$ cat src/rtl/handshake_resp_pkg.sv
// Shared types and timing helper for the req/ack handshake responder.
// The helper is also used by the bench scoreboard to predict ack timing.
package handshake_resp_pkg;

  localparam int STATE_W = 2;

  typedef enum logic [STATE_W-1:0] {
    S_IDLE    = 2'd0,
    S_WAIT    = 2'd1,
    S_ACK     = 2'd2,
    S_RELEASE = 2'd3
  } state_t;

  // req_edge is the clock edge at which req is driven high; the responder
  // samples it on the following edge, so ack appears after edge req_edge+1+delay.
  function automatic int ack_edge(input int req_edge, input int delay);
    return req_edge + 1 + delay;
  endfunction

endpackage

$ cat src/rtl/handshake_responder.sv
// Responder side of a req/ack handshake with programmable ack latency,
// pulse or four-phase ack, transaction counting and early-withdrawal flag.
module handshake_responder
  import handshake_resp_pkg::*;
#(
  parameter int DW        = 8,
  parameter bit ACK_PULSE = 1'b1,
  parameter int CNT_W     = 16
) (
  input  logic             clock,
  input  logic             reset,
  input  logic             enable,
  input  logic             req,
  input  logic [DW-1:0]    ack_delay,
  output logic             ack,
  output logic             busy,
  output logic [CNT_W-1:0] txn_count,
  output logic             err_req_drop
);

  state_t        state, state_nxt;
  logic [DW-1:0] cnt, cnt_nxt;
  logic          err_nxt;
  logic          inc;

  always_comb begin
    // NOTE: every signal gets a default before the case so no path leaves it
    // unassigned, which would otherwise infer a latch.
    state_nxt = state;
    cnt_nxt   = cnt;
    err_nxt   = 1'b0;
    inc       = 1'b0;
    unique case (state)
      S_IDLE: begin
        if (enable && req) begin
          if (ack_delay == '0) begin
            state_nxt = S_ACK;
            inc       = 1'b1;
          end else begin
            cnt_nxt   = ack_delay;
            state_nxt = S_WAIT;
          end
        end
      end
      S_WAIT: begin
        // A withdrawn request wins over counter expiry on the same edge.
        if (!req) begin
          err_nxt   = 1'b1;
          cnt_nxt   = '0;
          state_nxt = S_IDLE;
        end else if (cnt == DW'(1)) begin
          cnt_nxt   = '0;
          inc       = 1'b1;
          state_nxt = S_ACK;
        end else begin
          cnt_nxt = cnt - DW'(1);
        end
      end
      S_ACK: begin
        if (ACK_PULSE)  state_nxt = S_RELEASE;
        else if (!req)  state_nxt = S_IDLE;
      end
      S_RELEASE: begin
        if (!req) state_nxt = S_IDLE;
      end
      default: state_nxt = S_IDLE;
    endcase
  end

  always_ff @(posedge clock) begin
    // NOTE: sequential state uses non-blocking assignments so every register
    // sees the pre-edge values of the others.
    if (!reset) begin
      state        <= S_IDLE;
      cnt          <= '0;
      ack          <= 1'b0;
      busy         <= 1'b0;
      err_req_drop <= 1'b0;
      txn_count    <= '0;
    end else begin
      state        <= state_nxt;
      cnt          <= cnt_nxt;
      ack          <= (state_nxt == S_ACK);
      busy         <= (state_nxt != S_IDLE);
      err_req_drop <= err_nxt;
      if (inc) txn_count <= txn_count + CNT_W'(1);
    end
  end

endmodule
$ cat config.mk
export PLATFORM = sky130hd
export DESIGN_NAME = handshake_responder
export DESIGN_NICKNAME = d
export VERILOG_FILES = /design/src/rtl/handshake_resp_pkg.sv /design/src/rtl/handshake_responder.sv
export SDC_FILE = /design/constraint.sdc
export NUM_CORES = 1
export LEC_CHECK = 0
export ABC_AREA = 1
export BUFFER_PORTS_ARGS = -buffer_cell sky130_fd_sc_hd__buf_2
export CORE_ASPECT_RATIO = 0.6
export CORE_MARGIN = 5
export CORE_UTILIZATION = 60
export CTS_BUF_LIST = sky130_fd_sc_hd__clkbuf_4 sky130_fd_sc_hd__clkbuf_8
export CTS_CLUSTER_SIZE = 12
export DETAILED_ROUTE_END_ITERATION = 10
export HOLD_SLACK_MARGIN = 0.05
export PLACE_DENSITY_LB_ADDON = 0.08
export SYNTH_ARGS = -nofsm -noshare
export SYNTH_HDL_FRONTEND = slang
export SYNTH_SLANG_ARGS = --single-unit
$ cat constraint.sdc
create_clock -name clock -period 2.15 [get_ports clock]
set_clock_uncertainty 0.1 [all_clocks]
set_input_delay 0.43 -clock clock [delete_from_list [all_inputs] [get_ports clock]]
set_output_delay 0.43 -clock clock [all_outputs]
set_load 0.01 [all_outputs]
### Word-level counts from Yosys, hierarchy flattened

Cells that the tools add are included.

| storage, ports and cells | value |
|---|---|
| bits in registers | 29 |
| bits of input ports | 12 |

| operators by class | value |
|---|---|
| reduce and logical (&&, ||, !) cells | 7 |
| mux-type cells | 17 |
| equal/unequal tests | 7 |
| add/subtract/negate cells | 2 |

Operators by type and width:

| cell | count |
|---|---|
| two-way mux 8 bit | 4 |
| adder 16 x 1 -> 16 bit (second input constant) | 1 |
| one-hot mux 8 bit (2 select lines) | 1 |
| two-way mux 2 bit | 5 |
| equality test 8 x 1 -> 1 bit (second input constant) | 1 |
| zero test 8 bit | 1 |
| one-hot mux 2 bit (4 select lines) | 1 |
| subtractor 8 x 1 -> 8 bit (second input constant) | 1 |
| equality test 2 bit (second input constant) | 3 |
| two-way mux 1 bit | 5 |
| inequality test 2 bit (second input constant) | 2 |
| nonzero test 2 bit | 2 |
| AND reduction 3 bit | 1 |
| equality test 2 x 1 -> 1 bit (second input constant) | 1 |
| zero test 2 bit | 1 |
| one-hot mux 1 bit (2 select lines) | 1 |
| AND reduction 2 bit | 1 |
| logical AND 1 bit | 1 |

### Logic depth before layout (Yosys ltp)

Gate-level depths: netlist of the first run.

| depth | value |
|---|---|
| word-level depth | 5 |
| depth in mapped cells | 10 |
| gate-level depth less buffers | 10 |

### Worst setup path after synthesis of the first run

Ideal clock, no wire load.

| timing path | value |
|---|---|
| path type | register to register |
| start | register txn_count[1] |
| end | register txn_count[10] |
| cell stages (with the launch flop) | 8 |
| data arrival time | 1.263 ns |
| setup time | 0.115 ns |
| period minus slack after synthesis | 1.478 ns |
| required time | 1.935 ns |
| setup slack | 0.672 ns |
| path buffers | 0 |
| cells stage by stage | dfxtp_1 > ha_1 > nand3_1 > nor2_1 > and2_1 > nand3_1 > nand2_1 > nor2_1 |

| between the ends | value |
|---|---|
| longest elaborated chain between the ends | 1 |

Ends and longest elaborated chain:

| element | RTL line | RTL |
|---|---|---|
| start: declaration | handshake_responder.sv:17 | `output logic [CNT_W-1:0] txn_count,` |
| start signal: assignment | handshake_responder.sv:86 | `if (inc) txn_count <= txn_count + CNT_W'(1);` |
| adder 16 x 1 -> 16 bit | handshake_responder.sv:86 |  |

Every way passes these cells.
A chain may end at the register's enable or synchronous reset.

### Worst setup path after layout of the first run

| timing path | value |
|---|---|
| start | register cnt[0] |
| end | register ack |

| between the ends | value |
|---|---|
| longest elaborated chain between the ends | 5 |

Ends and longest elaborated chain:

| element | RTL line | RTL |
|---|---|---|
| start: declaration | handshake_responder.sv:22 | `logic [DW-1:0] cnt, cnt_nxt;` |
| start signal: assignment | handshake_responder.sv:82 | `cnt <= cnt_nxt;` |
| equality test 8 x 1 -> 1 bit | handshake_responder.sv:51 | `end else if (cnt == DW'(1)) begin` |
| two-way mux 2 bit | handshake_responder.sv:51 |  |
| two-way mux 2 bit | handshake_responder.sv:47 | `if (!req) begin` |
| one-hot mux 2 bit (4 select lines) | handshake_responder.sv:33 | `unique case (state)` |
| equality test 2 bit | handshake_responder.sv:83 | `ack <= (state_nxt == S_ACK);` |
| end signal: assignment | handshake_responder.sv:83 |  |
| end: declaration | handshake_responder.sv:15 | `output logic ack,` |

Every way passes these cells.

==> impl_metrics.prom, run 1 <==
# TYPE chip_impl_metric gauge
chip_impl_info{name="run_status",value="finished clean"} 1
chip_impl_metric{name="layout-area-overhead-vs-synth",unit="%"} 15.1
chip_impl_metric{name="pin_count_of_the_biggest_net_entering_global_routing",unit=""} 23
chip_impl_metric{name="replace_congestion",unit=""} 0.909
chip_impl_metric{name="ant_nets",unit=""} 0
chip_impl_info{name="timing.rr.end",value="ack$_SDFF_PN0_"} 1
chip_impl_info{name="crit_path_start_kind",value="flop"} 1
chip_impl_metric{name="cp_data_required_time",unit="ns"} 2.28
chip_impl_metric{name="cts_buffers",unit=""} 5
chip_impl_info{name="worst_hold_path_type",value="input port to flop"} 1
chip_impl_metric{name="synth_fp_nets",unit=""} 279
chip_impl_metric{name="leakage",unit="uW"} 0.000897
chip_impl_info{name="worstHoldStart",value="req"} 1
chip_impl_metric{name="ys.warnings.count",unit=""} 0
chip_impl_metric{name="syn_inst",unit=""} 264
chip_impl_metric{name="fin_tns_setup",unit="ns"} 0
chip_impl_metric{name="route.vias.total",unit=""} 1779
chip_impl_metric{name="timing.critical_path.fanout_max",unit=""} 21
chip_impl_metric{name="wire_per_inst",unit="um"} 12.9
chip_impl_info{name="timing.rr.start",value="cnt[0]$_SDFFE_PN0P_"} 1
chip_impl_metric{name="fraction_of_the_yosys_area_taken_by_sequential_cells",unit="%"} 34.9
chip_impl_metric{name="fmax",unit="MHz"} 529
chip_impl_metric{name="grt.total_usage",unit="%"} 21.6
chip_impl_info{name="crit_type",value="flop to flop"} 1
chip_impl_metric{name="floorplan.initialDensity",unit="%"} 64.5
chip_impl_metric{name="max_rail_drop_vdd",unit="V"} 0.000509
chip_impl_metric{name="io-pin-count",unit=""} 31
chip_impl_info{name="layout.cells.most_common",value="sky130_fd_sc_hd__nand2_1"} 1
chip_impl_metric{name="post_route_cells_drive_above_1_share",unit="%"} 16.2
chip_impl_metric{name="post-cts-setup-buffer-count",unit=""} 0
chip_impl_metric{name="slew-limit-headroom",unit="%"} 73.3
chip_impl_metric{name="slew_viol_final",unit=""} 0
chip_impl_metric{name="dr.first_iter.drc_count",unit=""} 170
chip_impl_metric{name="ff2ff_setup_slack",unit="ns"} 0.26
chip_impl_info{name="grt_setup_unrepaired",value="false"} 1
chip_impl_metric{name="setup_viol",unit=""} 0
chip_impl_metric{name="clk-insertion-delay-late",unit="ns"} 0.28
chip_impl_metric{name="worst_pin_slew",unit="ns"} 0.400
chip_impl_metric{name="globalRouteOverflowTotal",unit=""} 0
chip_impl_metric{name="place_area",unit="um^2"} 1810
chip_impl_metric{name="coreArea",unit="um^2"} 2570
chip_impl_metric{name="totalWireLength",unit="um"} 4230
chip_impl_metric{name="detailedRoute.firstPassIterationCount",unit=""} 5
chip_impl_metric{name="die-width",unit="um"} 77.9
chip_impl_metric{name="antennaDiodeCount",unit=""} 0
chip_impl_info{name="ctsRootBufferMaster",value="sky130_fd_sc_hd__clkbuf_8"} 1
chip_impl_metric{name="timing.final.crit_period",unit="ns"} 1.89
chip_impl_info{name="most_frequent_cells_in_the_layout",value="sky130_fd_sc_hd__nand2_1 (69), sky130_fd_sc_hd__nor2_1 (53), sky130_fd_sc_hd__buf_2 (30)"} 1
chip_impl_metric{name="arrival",unit="ns"} 2.02
chip_impl_info{name="worst_setup_path_endpoint",value="ack$_SDFF_PN0_"} 1
chip_impl_metric{name="power_density",unit="nW/um^2"} 649
chip_impl_metric{name="ctsResizeCount",unit=""} 0
chip_impl_metric{name="nets",unit=""} 311
chip_impl_metric{name="holdWs",unit="ns"} 0.289
chip_impl_metric{name="syn_avg_cell_area",unit="um^2"} 6.29
chip_impl_metric{name="detailed_place_hpwl",unit="um"} 3140
chip_impl_metric{name="die_height",unit="um"} 50.8
chip_impl_metric{name="rr_worst_depth",unit=""} 9
chip_impl_metric{name="worst_setup_hold_path_clk_slew",unit="ns"} 0.07
chip_impl_metric{name="vias_per_cell",unit=""} 5.41
chip_impl_metric{name="cts-hold-fix-buffers",unit=""} 0
chip_impl_metric{name="die_footprint",unit="um^2"} 3960
chip_impl_metric{name="remaining_drc_errors",unit=""} 0
chip_impl_metric{name="drv.max_cap_violation_count",unit=""} 0
chip_impl_metric{name="period_share",unit="%"} 87.9
chip_impl_metric{name="synth_seq_cells",unit=""} 29
chip_impl_metric{name="fp-row-count",unit=""} 14
chip_impl_metric{name="post_synth_instance_area",unit="um^2"} 1660
chip_impl_metric{name="cts_htree_levels",unit=""} 2
chip_impl_info{name="timing.critical_path.from",value="cnt[0]$_SDFFE_PN0P_"} 1
chip_impl_metric{name="final_design_area_no_fill",unit="um^2"} 1910
chip_impl_metric{name="first_global_vias",unit=""} 1396
chip_impl_info{name="worst_setup_path_end_kind",value="flop"} 1
chip_impl_metric{name="antenna_found_initial",unit=""} 0
chip_impl_metric{name="port_buffer_count",unit=""} 30
chip_impl_metric{name="final-hold-violation-count",unit=""} 0
chip_impl_metric{name="synth.lib_cells_used.distinct",unit=""} 24
chip_impl_metric{name="clock-sinks",unit=""} 29
chip_impl_metric{name="grt_first_pass_wirelength",unit="um"} 6780
chip_impl_info{name="cts_tree",value="built"} 1
chip_impl_metric{name="cts_buffer_depth",unit=""} 2
## where the power goes
part           switching (uW)  internal (uW)
Sequential               16.8            555
Clock                     216            289
Combinational             107           57.1
Total                     340            901
## through the flow
stage | total power [uW] | utilization, % | setup slack, ns | cells
after global placement | 739 | 70.3 | 0.288 | 321
after global routing | 1300 | 74.2 | 0.116 | 329
after floorplan | 702 | - | 0.672 | 264
after detailed placement | 742 | 70.3 | 0.216 | 321
after CTS | 1240 | 74.2 | 0.306 | 329
final | 1240 | 74.2 | 0.260 | 329
## state kept, by name (all words and copies together) (netlist names)
| name | count |
|---|---|
| busy | 1 |
| err_req_drop | 1 |
| cnt | 8 |
| txn_count | 16 |
| ack | 1 |
| state | 2 |
## cell families after synthesis
family | after synthesis | share of synthesized area [%]
AND/OR/NAND/NOR | 164 | 41.7
buffers and inverters | 29 | 7.91
adder cells (fa/ha/maj) | 3 | 2.26
flip-flops | 29 | 34.9
AO/OA/AOI/OAI | 35 | 11.1
XOR/XNOR | 4 | 2.11
## worst max-delay path: stages, from the launching register on
cell and delay, ns:
sky130_fd_sc_hd__dfxtp_1 0.40, sky130_fd_sc_hd__ha_1 0.21, sky130_fd_sc_hd__nand3_1 0.16, sky130_fd_sc_hd__nor2_4 0.18
sky130_fd_sc_hd__nand2_1 0.08, sky130_fd_sc_hd__nand2_2 0.29, sky130_fd_sc_hd__inv_1 0.14, sky130_fd_sc_hd__nand2_1 0.08
sky130_fd_sc_hd__nand2_1 0.09, sky130_fd_sc_hd__nor2_1 0.10
## worst min path at each step
stage / cells after the start / end / slack (ns)
floorplan: 2 / cnt[1]$_SDFFE_PN0P_ / 0.37
global placement: 2 / cnt[1]$_SDFFE_PN0P_ / 0.40
detailed placement: 2 / cnt[1]$_SDFFE_PN0P_ / 0.41
CTS: 2 / err_req_drop$_SDFF_PN0_ / 0.29
global route: 2 / err_req_drop$_SDFF_PN0_ / 0.30
finish: 2 / err_req_drop$_SDFF_PN0_ / 0.29
## cell usage after synthesis
cell type | instances | area share (%)
sky130_fd_sc_hd__o211ai_1 | 1 | 0.45
sky130_fd_sc_hd__nor2_2 | 3 | 1.1
sky130_fd_sc_hd__dfxtp_1 | 29 | 35
sky130_fd_sc_hd__o21ai_2 | 1 | 0.53
sky130_fd_sc_hd__nand4_1 | 4 | 1.5
sky130_fd_sc_hd__xnor2_1 | 1 | 0.53
sky130_fd_sc_hd__a21oi_1 | 16 | 4.8
sky130_fd_sc_hd__nand2_1 | 69 | 16
sky130_fd_sc_hd__inv_1 | 23 | 5.2
sky130_fd_sc_hd__o21ai_1 | 2 | 0.60
sky130_fd_sc_hd__ha_1 | 3 | 2.3
sky130_fd_sc_hd__o21bai_1 | 1 | 0.45
sky130_fd_sc_hd__inv_2 | 1 | 0.23
sky130_fd_sc_hd__nand3_2 | 1 | 0.60
sky130_fd_sc_hd__nand2_2 | 3 | 1.1
sky130_fd_sc_hd__xor2_1 | 3 | 1.6
sky130_fd_sc_hd__buf_1 | 2 | 0.45
sky130_fd_sc_hd__buf_6 | 3 | 2.0
sky130_fd_sc_hd__nor3_1 | 2 | 0.60
sky130_fd_sc_hd__o21ai_0 | 14 | 4.2
sky130_fd_sc_hd__nor2_1 | 53 | 12
sky130_fd_sc_hd__nor2_4 | 1 | 0.68
sky130_fd_sc_hd__nand3_1 | 27 | 8.1
sky130_fd_sc_hd__and2_1 | 1 | 0.38
## metal layers
| layer | global-route usage, % | part of all wire [%] | vias to the layer above | wire length, um |
|---|---|---|---|---|
| met5 | 0 | 0 | - | 0 |
| met4 | 5.34 | 0.95 | 0 | 40 |
| met3 | 8.39 | 12 | 8 | 490 |
| met2 | 26.9 | 36 | 92 | 1540 |
| met1 | 33.6 | 51 | 766 | 2160 |
| li1 | - | - | 913 | - |
## area by class of cell
type	count	area (um^2)
clock buffer	7	96.3
clock inverter	1	5.00
fill	216	663
inverter	24	90.1
multi-input combinational	206	950
sequential	29	581
tap	32	40.0
timing repair buffer	30	150
Note: power is estimated with default switching activity, not from simulation.
==> inputs of run 2 (changes only) <==
Settings changed: GPL_TIMING_DRIVEN set to 0.
==> run 2 against run 1 <==
  * Via count increased by 2.5%
  * Clock power is 11% lower
  * First-iteration DRC count decreased by 10%
  * Utilization is 1.0 points higher
  * Sequential power about the same
  * Critical path depth down 2
  * Setup slack improved by 0.19 ns
  * Worst hold slack better by 0.0070 ns
  * Fmax is 11% higher
  * Global-route usage is 0.64 points higher
  * Count of clock-buffer cells in the layout shrank 1
  * Final cell count is 1.5% higher
  * Critical endpoint is now txn_count[10]$_SDFFE_PN0P_
  * Largest power group unchanged
==> impl_metrics.prom, run 2 (synthesis results as in run 1) <==
# TYPE chip_impl_metric gauge
chip_impl_metric{name="period_share",unit="%"} 79.2
chip_impl_metric{name="post_route_cells_drive_above_1_share",unit="%"} 16.9
chip_impl_info{name="worstHoldStart",value="req"} 1
chip_impl_metric{name="final-hold-violation-count",unit=""} 0
chip_impl_info{name="timing.rr.start",value="txn_count[0]$_SDFFE_PN0P_"} 1
chip_impl_info{name="cpLargestDelayFamily",value="simple AND/OR/NAND/NOR gates"} 1
chip_impl_metric{name="io-pin-count",unit=""} 31
chip_impl_metric{name="rr_worst_depth",unit=""} 7
chip_impl_metric{name="fin_tns_setup",unit="ns"} 0
chip_impl_metric{name="globalRouteOverflowTotal",unit=""} 0
chip_impl_metric{name="power_density",unit="nW/um^2"} 614
chip_impl_metric{name="die-width",unit="um"} 77.9
chip_impl_metric{name="nets",unit=""} 316
chip_impl_metric{name="combPwrFrac",unit="%"} 14.1
chip_impl_metric{name="ctsResizeCount",unit=""} 0
chip_impl_metric{name="timing.critical_path.fanout_max",unit=""} 5
chip_impl_metric{name="setup_viol",unit=""} 0
chip_impl_info{name="timing.rr.end",value="txn_count[10]$_SDFFE_PN0P_"} 1
chip_impl_info{name="most_frequent_cells_in_the_layout",value="sky130_fd_sc_hd__nand2_1 (69), sky130_fd_sc_hd__nor2_1 (53), sky130_fd_sc_hd__buf_2 (30)"} 1
chip_impl_info{name="cts_tree",value="built"} 1
chip_impl_metric{name="totalWireLength",unit="um"} 4330
chip_impl_metric{name="grt.total_usage",unit="%"} 22.3
chip_impl_metric{name="fp-row-count",unit=""} 14
chip_impl_info{name="timing.critical_path.from",value="txn_count[0]$_SDFFE_PN0P_"} 1
chip_impl_info{name="crit_path_start_kind",value="flop"} 1
chip_impl_metric{name="vias_per_cell",unit=""} 5.46
chip_impl_metric{name="detailedRoute.firstPassIterationCount",unit=""} 5
chip_impl_metric{name="clk-insertion-delay-late",unit="ns"} 0.28
chip_impl_info{name="global_route.peak_usage_layer",value="met1"} 1
chip_impl_metric{name="worst_setup_hold_path_clk_slew",unit="ns"} 0.06
chip_impl_metric{name="clock-sinks",unit=""} 29
chip_impl_metric{name="grt_util_met3",unit="%"} 8.21
chip_impl_info{name="regMostFlops",value="txn_count"} 1
chip_impl_metric{name="pin_count_of_the_biggest_net_entering_global_routing",unit=""} 11
chip_impl_metric{name="p_switching",unit="uW"} 337
chip_impl_metric{name="holdWs",unit="ns"} 0.296
chip_impl_metric{name="post_layout_nonfiller_instances",unit=""} 334
chip_impl_metric{name="worst_pin_slew",unit="ns"} 0.533
chip_impl_metric{name="grt_first_pass_wirelength",unit="um"} 6980
chip_impl_metric{name="die_footprint",unit="um^2"} 3960
chip_impl_metric{name="die_height",unit="um"} 50.8
chip_impl_info{name="grt_setup_unrepaired",value="false"} 1
chip_impl_metric{name="cts-hold-fix-buffers",unit=""} 0
chip_impl_metric{name="max_reg_flops",unit=""} 16
chip_impl_metric{name="gr-usage-met1",unit="%"} 33.7
chip_impl_metric{name="finalPower",unit="uW"} 1190
chip_impl_metric{name="intPower",unit="uW"} 853
chip_impl_info{name="reg.largest.list",value="txn_count: 16 flops, cnt: 8 flops, state: 2 flops"} 1
chip_impl_metric{name="cp_num_cells",unit=""} 7
chip_impl_metric{name="slew_viol_final",unit=""} 0
chip_impl_metric{name="clock_power_share",unit="%"} 37.9
chip_impl_info{name="crit_type",value="flop to flop"} 1
chip_impl_metric{name="cts_buffers",unit=""} 5
chip_impl_metric{name="global_route.usage.met2",unit="%"} 29.4
chip_impl_metric{name="cp_data_required_time",unit="ns"} 2.23
chip_impl_metric{name="critPathBufInv",unit=""} 0
chip_impl_metric{name="cts_buffer_depth",unit=""} 2
chip_impl_info{name="layout.cells.most_common",value="sky130_fd_sc_hd__nand2_1"} 1
chip_impl_metric{name="layout-area-overhead-vs-synth",unit="%"} 16.6
chip_impl_metric{name="max_rail_drop_vdd",unit="V"} 0.000385
chip_impl_metric{name="power.share.switching",unit="%"} 28.3
chip_impl_metric{name="first_global_vias",unit=""} 1460
chip_impl_info{name="worstHoldEndpoint",value="err_req_drop$_SDFF_PN0_"} 1
chip_impl_metric{name="ant_nets",unit=""} 0
chip_impl_info{name="worst_setup_path_end_kind",value="flop"} 1
chip_impl_info{name="timing.critical_path.cells",value="ha_1 > nand3_1 > nor2_1 > and2_1 > nand3_1 > nand2_1 > nor2_1"} 1
chip_impl_metric{name="drv.max_cap_violation_count",unit=""} 0
chip_impl_metric{name="antennaDiodeCount",unit=""} 0
chip_impl_metric{name="remaining_drc_errors",unit=""} 0
chip_impl_metric{name="power_frac_seq",unit="%"} 48.0
chip_impl_metric{name="dr.first_iter.drc_count",unit=""} 153
chip_impl_metric{name="post-cts-setup-buffer-count",unit=""} 0
chip_impl_metric{name="fmax",unit="MHz"} 588
chip_impl_metric{name="placedCellCount",unit=""} 326
chip_impl_info{name="worst_hold_path_type",value="input port to flop"} 1
chip_impl_metric{name="wire_per_inst",unit="um"} 13.0
chip_impl_info{name="ctsRootBufferMaster",value="sky130_fd_sc_hd__clkbuf_8"} 1
chip_impl_metric{name="slew-limit-headroom",unit="%"} 64.5
chip_impl_metric{name="fillerInstances",unit=""} 220
chip_impl_metric{name="detailed_place_hpwl",unit="um"} 3200
chip_impl_metric{name="floorplan.initialDensity",unit="%"} 64.5
chip_impl_metric{name="port_buffer_count",unit=""} 30
chip_impl_metric{name="whs_path_depth",unit=""} 2
chip_impl_metric{name="arrival",unit="ns"} 1.78
chip_impl_metric{name="leakage",unit="uW"} 0.000911
chip_impl_metric{name="post-place-ws",unit="ns"} 0.423
chip_impl_metric{name="cts_htree_levels",unit=""} 2
chip_impl_metric{name="final.setup.worst_slack",unit="ns"} 0.448
chip_impl_metric{name="replace_congestion",unit=""} 0.875
chip_impl_metric{name="route.vias.total",unit=""} 1823
chip_impl_info{name="run_status",value="finished clean"} 1
chip_impl_metric{name="ff2ff_setup_slack",unit="ns"} 0.45
chip_impl_metric{name="coreArea",unit="um^2"} 2570
chip_impl_metric{name="timing.final.crit_period",unit="ns"} 1.70
chip_impl_info{name="crit_slowest_cell",value="sky130_fd_sc_hd__dfxtp_1"} 1
chip_impl_metric{name="slowest_delay",unit="ns"} 0.41
chip_impl_metric{name="antenna_found_initial",unit=""} 0
-- run 2: cell types whose count changed in the layout (fill, tap and decap cells not counted) --
cell,change
sky130_fd_sc_hd__clkbuf_4,+1
sky130_fd_sc_hd__clkbuf_8,-2
sky130_fd_sc_hd__clkinv_2,+1
sky130_fd_sc_hd__buf_6,+3
sky130_fd_sc_hd__buf_1,+2
-- run 2: cell type report --
type / instances / area [um^2] / area share, %
multi-input cells: 206 / 950 / 49.0
flip-flops and latches: 29 / 581 / 30.0
repair buffers: 30 / 150 / 7.75
inverters: 24 / 90.1 / 4.65
clock buffers: 6 / 76.3 / 3.94
plain buffers: 5 / 41.3 / 2.13
well taps: 32 / 40.0 / 2.07
clock inverters: 2 / 10.0 / 0.516
-- run 2: through the flow --
step | area [um^2] | utilization (%)
detailed placement | 1850 | 71.9
global placement | 1850 | 71.9
floorplan | 1660 | -
global route | 1940 | 75.3
finish | 1940 | 75.3
CTS | 1940 | 75.3
-- run 2: worst max-delay path by stage --
stage | end | slack (ns)
final | txn_count[10]$_SDFFE_PN0P_ | 0.45
after global routing | txn_count[10]$_SDFFE_PN0P_ | 0.31
after CTS | txn_count[10]$_SDFFE_PN0P_ | 0.51
after floorplan | txn_count[10]$_SDFFE_PN0P_ | 0.67
after global placement | txn_count[5]$_SDFFE_PN0P_ | 0.46
after detailed placement | txn_count[5]$_SDFFE_PN0P_ | 0.42
-- run 2: layer usage --
| metal | vias to the layer above | wire (um) |
|---|---|---|
| met4 | 0 | 37 |
| met1 | 808 | 2240 |
| met3 | 7 | 416 |
| met5 | - | 0 |
| met2 | 85 | 1640 |
| li1 | 923 | - |
-- run 2: power groups by stage --
| stage | clock network, uW | logic (uW) | registers [uW] |
|---|---|---|---|
| after global placement | 0 | 161 | 582 |
| after floorplan | 0 | 122 | 580 |
| after global routing | 490 | 189 | 573 |
| after detailed placement | 0 | 164 | 582 |
| after CTS | 453 | 165 | 571 |
| final | 451 | 167 | 571 |
==> inputs of run 3 (changes only) <==
Settings changed: CORE_UTILIZATION 60 to 51.
Clock period 2.15 ns to 1.4 ns, I/O delays scaled along.
==> run 3 against run 2 <==
  * The flow now finishes with violations (setup timing)
  * Utilization shrank 6.5 points
  * Critical path depth grew 2
  * Routed wire length up 8.1%
  * Clock power is 72% higher
  * First-iteration DRC count is 7.2% higher
  * Non-clock buffer count grew 7
  * Die area grew 15%
  * Worst hold slack got worse by 0.14 ns
  * Register-to-register slack lost 0.51 ns
  * Fmax increased by 17%
  * Sequential share of layout area decreased by 2.5 points
  * Sequential cell count did not move
  * Largest cell class unchanged
==> impl_metrics.prom, run 3 (synthesis results as in run 1) <==
# TYPE chip_impl_metric gauge
chip_impl_metric{name="combPwrFrac",unit="%"} 16.0
chip_impl_metric{name="nets",unit=""} 323
chip_impl_metric{name="cts_buffer_depth",unit=""} 2
chip_impl_metric{name="leakage",unit="uW"} 0.000969
chip_impl_metric{name="cts_htree_levels",unit=""} 2
chip_impl_info{name="crit_type",value="flop to flop"} 1
chip_impl_metric{name="worst_setup_hold_path_clk_slew",unit="ns"} 0.07
chip_impl_metric{name="totalWireLength",unit="um"} 4680
chip_impl_metric{name="p_switching",unit="uW"} 555
chip_impl_info{name="violations",value="setup timing"} 1
chip_impl_metric{name="power_density",unit="nW/um^2"} 897
chip_impl_metric{name="cts_buffers",unit=""} 5
chip_impl_metric{name="grt_first_pass_wirelength",unit="um"} 7340
chip_impl_metric{name="cp_data_required_time",unit="ns"} 1.48
chip_impl_metric{name="final-hold-violation-count",unit=""} 0
chip_impl_metric{name="max_reg_flops",unit=""} 16
chip_impl_metric{name="timing.final.crit_period",unit="ns"} 1.46
chip_impl_metric{name="globalRouteOverflowTotal",unit=""} 0
chip_impl_metric{name="detailedRoute.firstPassIterationCount",unit=""} 5
chip_impl_metric{name="die_height",unit="um"} 54.2
chip_impl_metric{name="slew_viol_final",unit=""} 0
chip_impl_metric{name="post_route_cells_drive_above_1_share",unit="%"} 30.4
chip_impl_info{name="cts_tree",value="built"} 1
chip_impl_metric{name="setup_viol",unit=""} 18
chip_impl_metric{name="replace_congestion",unit=""} 0.911
chip_impl_metric{name="max_rail_drop_vdd",unit="V"} 0.000614
chip_impl_metric{name="final_design_area_no_fill",unit="um^2"} 2200
chip_impl_metric{name="route.vias.total",unit=""} 1819
chip_impl_metric{name="floorplan.initialDensity",unit="%"} 51.9
chip_impl_metric{name="detailed_place_hpwl",unit="um"} 3090
chip_impl_metric{name="fmax",unit="MHz"} 685
chip_impl_metric{name="dr.first_iter.drc_count",unit=""} 164
chip_impl_metric{name="power_frac_seq",unit="%"} 44.6
chip_impl_info{name="ctsRootBufferMaster",value="sky130_fd_sc_hd__clkbuf_8"} 1
chip_impl_metric{name="timing.critical_path.fanout_max",unit=""} 5
chip_impl_metric{name="fp-row-count",unit=""} 16
chip_impl_metric{name="clock_power_share",unit="%"} 39.3
chip_impl_info{name="worst_hold_path_type",value="input port to flop"} 1
chip_impl_metric{name="slew-limit-headroom",unit="%"} 64.3
chip_impl_metric{name="arrival",unit="ns"} 1.54
chip_impl_metric{name="io-pin-count",unit=""} 31
chip_impl_metric{name="die-width",unit="um"} 83.7
chip_impl_metric{name="fin_tns_setup",unit="ns"} -0.486
chip_impl_metric{name="post-place-ws",unit="ns"} -0.168
chip_impl_metric{name="port_buffer_count",unit=""} 30
chip_impl_metric{name="first_global_vias",unit=""} 1542
chip_impl_info{name="crit_path_start_kind",value="flop"} 1
chip_impl_metric{name="antenna_found_initial",unit=""} 0
chip_impl_metric{name="grt.total_usage",unit="%"} 21.2
chip_impl_metric{name="ant_nets",unit=""} 0
chip_impl_info{name="layout.cells.most_common",value="sky130_fd_sc_hd__nand2_1"} 1
chip_impl_metric{name="drv.max_cap_violation_count",unit=""} 0
chip_impl_metric{name="final.setup.worst_slack",unit="ns"} -0.0591
chip_impl_metric{name="remaining_drc_errors",unit=""} 0
chip_impl_metric{name="layout-area-overhead-vs-synth",unit="%"} 32.5
chip_impl_metric{name="finalPower",unit="uW"} 1980
chip_impl_metric{name="worst_pin_slew",unit="ns"} 0.536
chip_impl_metric{name="power.share.switching",unit="%"} 28.1
chip_impl_info{name="grt_setup_unrepaired",value="true"} 1
chip_impl_info{name="most_frequent_cells_in_the_layout",value="sky130_fd_sc_hd__nand2_1 (64), sky130_fd_sc_hd__nor2_1 (48), sky130_fd_sc_hd__buf_2 (30)"} 1
chip_impl_metric{name="place_area",unit="um^2"} 1880
chip_impl_metric{name="pin_count_of_the_biggest_net_entering_global_routing",unit=""} 11
chip_impl_metric{name="intPower",unit="uW"} 1420
chip_impl_info{name="reg.largest.list",value="txn_count: 16 flops, cnt: 8 flops, state: 2 flops"} 1
chip_impl_metric{name="vias_per_cell",unit=""} 5.14
chip_impl_metric{name="coreArea",unit="um^2"} 3200
chip_impl_metric{name="period_share",unit="%"} 104
chip_impl_info{name="run_status",value="finished with violations"} 1
chip_impl_metric{name="antennaDiodeCount",unit=""} 0
chip_impl_metric{name="die_footprint",unit="um^2"} 4540
chip_impl_metric{name="wire_per_inst",unit="um"} 13.2
chip_impl_info{name="worst_setup_path_end_kind",value="flop"} 1
chip_impl_info{name="regMostFlops",value="txn_count"} 1
chip_impl_metric{name="clk-insertion-delay-late",unit="ns"} 0.29
chip_impl_metric{name="clock-sinks",unit=""} 29
[run 3: stage by stage]
step                util [%]  instances  hold slack [ns]
finish                  68.8        354            0.152
global route            68.8        354            0.156
CTS                     65.1        350            0.131
detailed placement      58.7        339            0.397
global placement        58.7        339            0.397
floorplan                  -        264            0.259
[run 3: power by group through the flow]
stage          registers, uW  clock network, uW  logic, uW
2_1_floorplan            892                  0        189
3_3_place_gp             895                  0        252
3_5_place_dp             896                  0        254
4_1_cts                  880                790        275
5_1_grt                  884                829        352
6_report                 882                777        317
[run 3: repair_timing]
item	4_1_cts	5_1_grt
cloned	2	0
gates resized for setup	24	27
pin swaps	5	6
setup endpoints to repair	25	28
hold buffers	0	0
buffers inserted	1	4
[run 3: worst paths after layout]
kind                             from                   endpoint  slack (ns)  cells after the start
setup / recovery  cnt[2]$_SDFFE_PN0P_  txn_count[3]$_SDFFE_PN0P_       -0.06                      9
setup reg to reg  cnt[2]$_SDFFE_PN0P_  txn_count[3]$_SDFFE_PN0P_       -0.06                      9
hold / removal                    req    err_req_drop$_SDFF_PN0_        0.15                      2
hold reg to reg   cnt[1]$_SDFFE_PN0P_        cnt[1]$_SDFFE_PN0P_        0.42                      2
[run 3: cell type report]
class | count | area [um^2]
multi-input combinational | 206 | 1100
fill | 283 | 1000
sequential | 29 | 606
timing repair buffer | 37 | 210
clock buffer | 7 | 96.3
inverter | 24 | 90.1
tap | 45 | 56.3
buffer | 5 | 41.3
clock inverter | 1 | 5.00
[run 3: per-layer routing]
| metal | global-route usage (%) | share of wire [%] | vias to the layer above |
|---|---|---|---|
| met4 | 8.29 | 1.4 | 0 |
| met2 | 29.2 | 37 | 90 |
| met5 | 0 | 0 | - |
| met1 | 30.9 | 52 | 783 |
| met3 | 6.17 | 10 | 9 |
| li1 | - | - | 937 |
[run 3: critical path: stages (launching register included)]
cell                      delay [ns]
sky130_fd_sc_hd__dfxtp_4        0.36
sky130_fd_sc_hd__nor2_4         0.17
sky130_fd_sc_hd__nand2_4        0.09
sky130_fd_sc_hd__nor2_4         0.14
sky130_fd_sc_hd__nand2_2        0.08
sky130_fd_sc_hd__nand2_4        0.10
sky130_fd_sc_hd__buf_6          0.13
sky130_fd_sc_hd__nand3_1        0.07
sky130_fd_sc_hd__nand2_1        0.08
sky130_fd_sc_hd__nor2_1         0.05
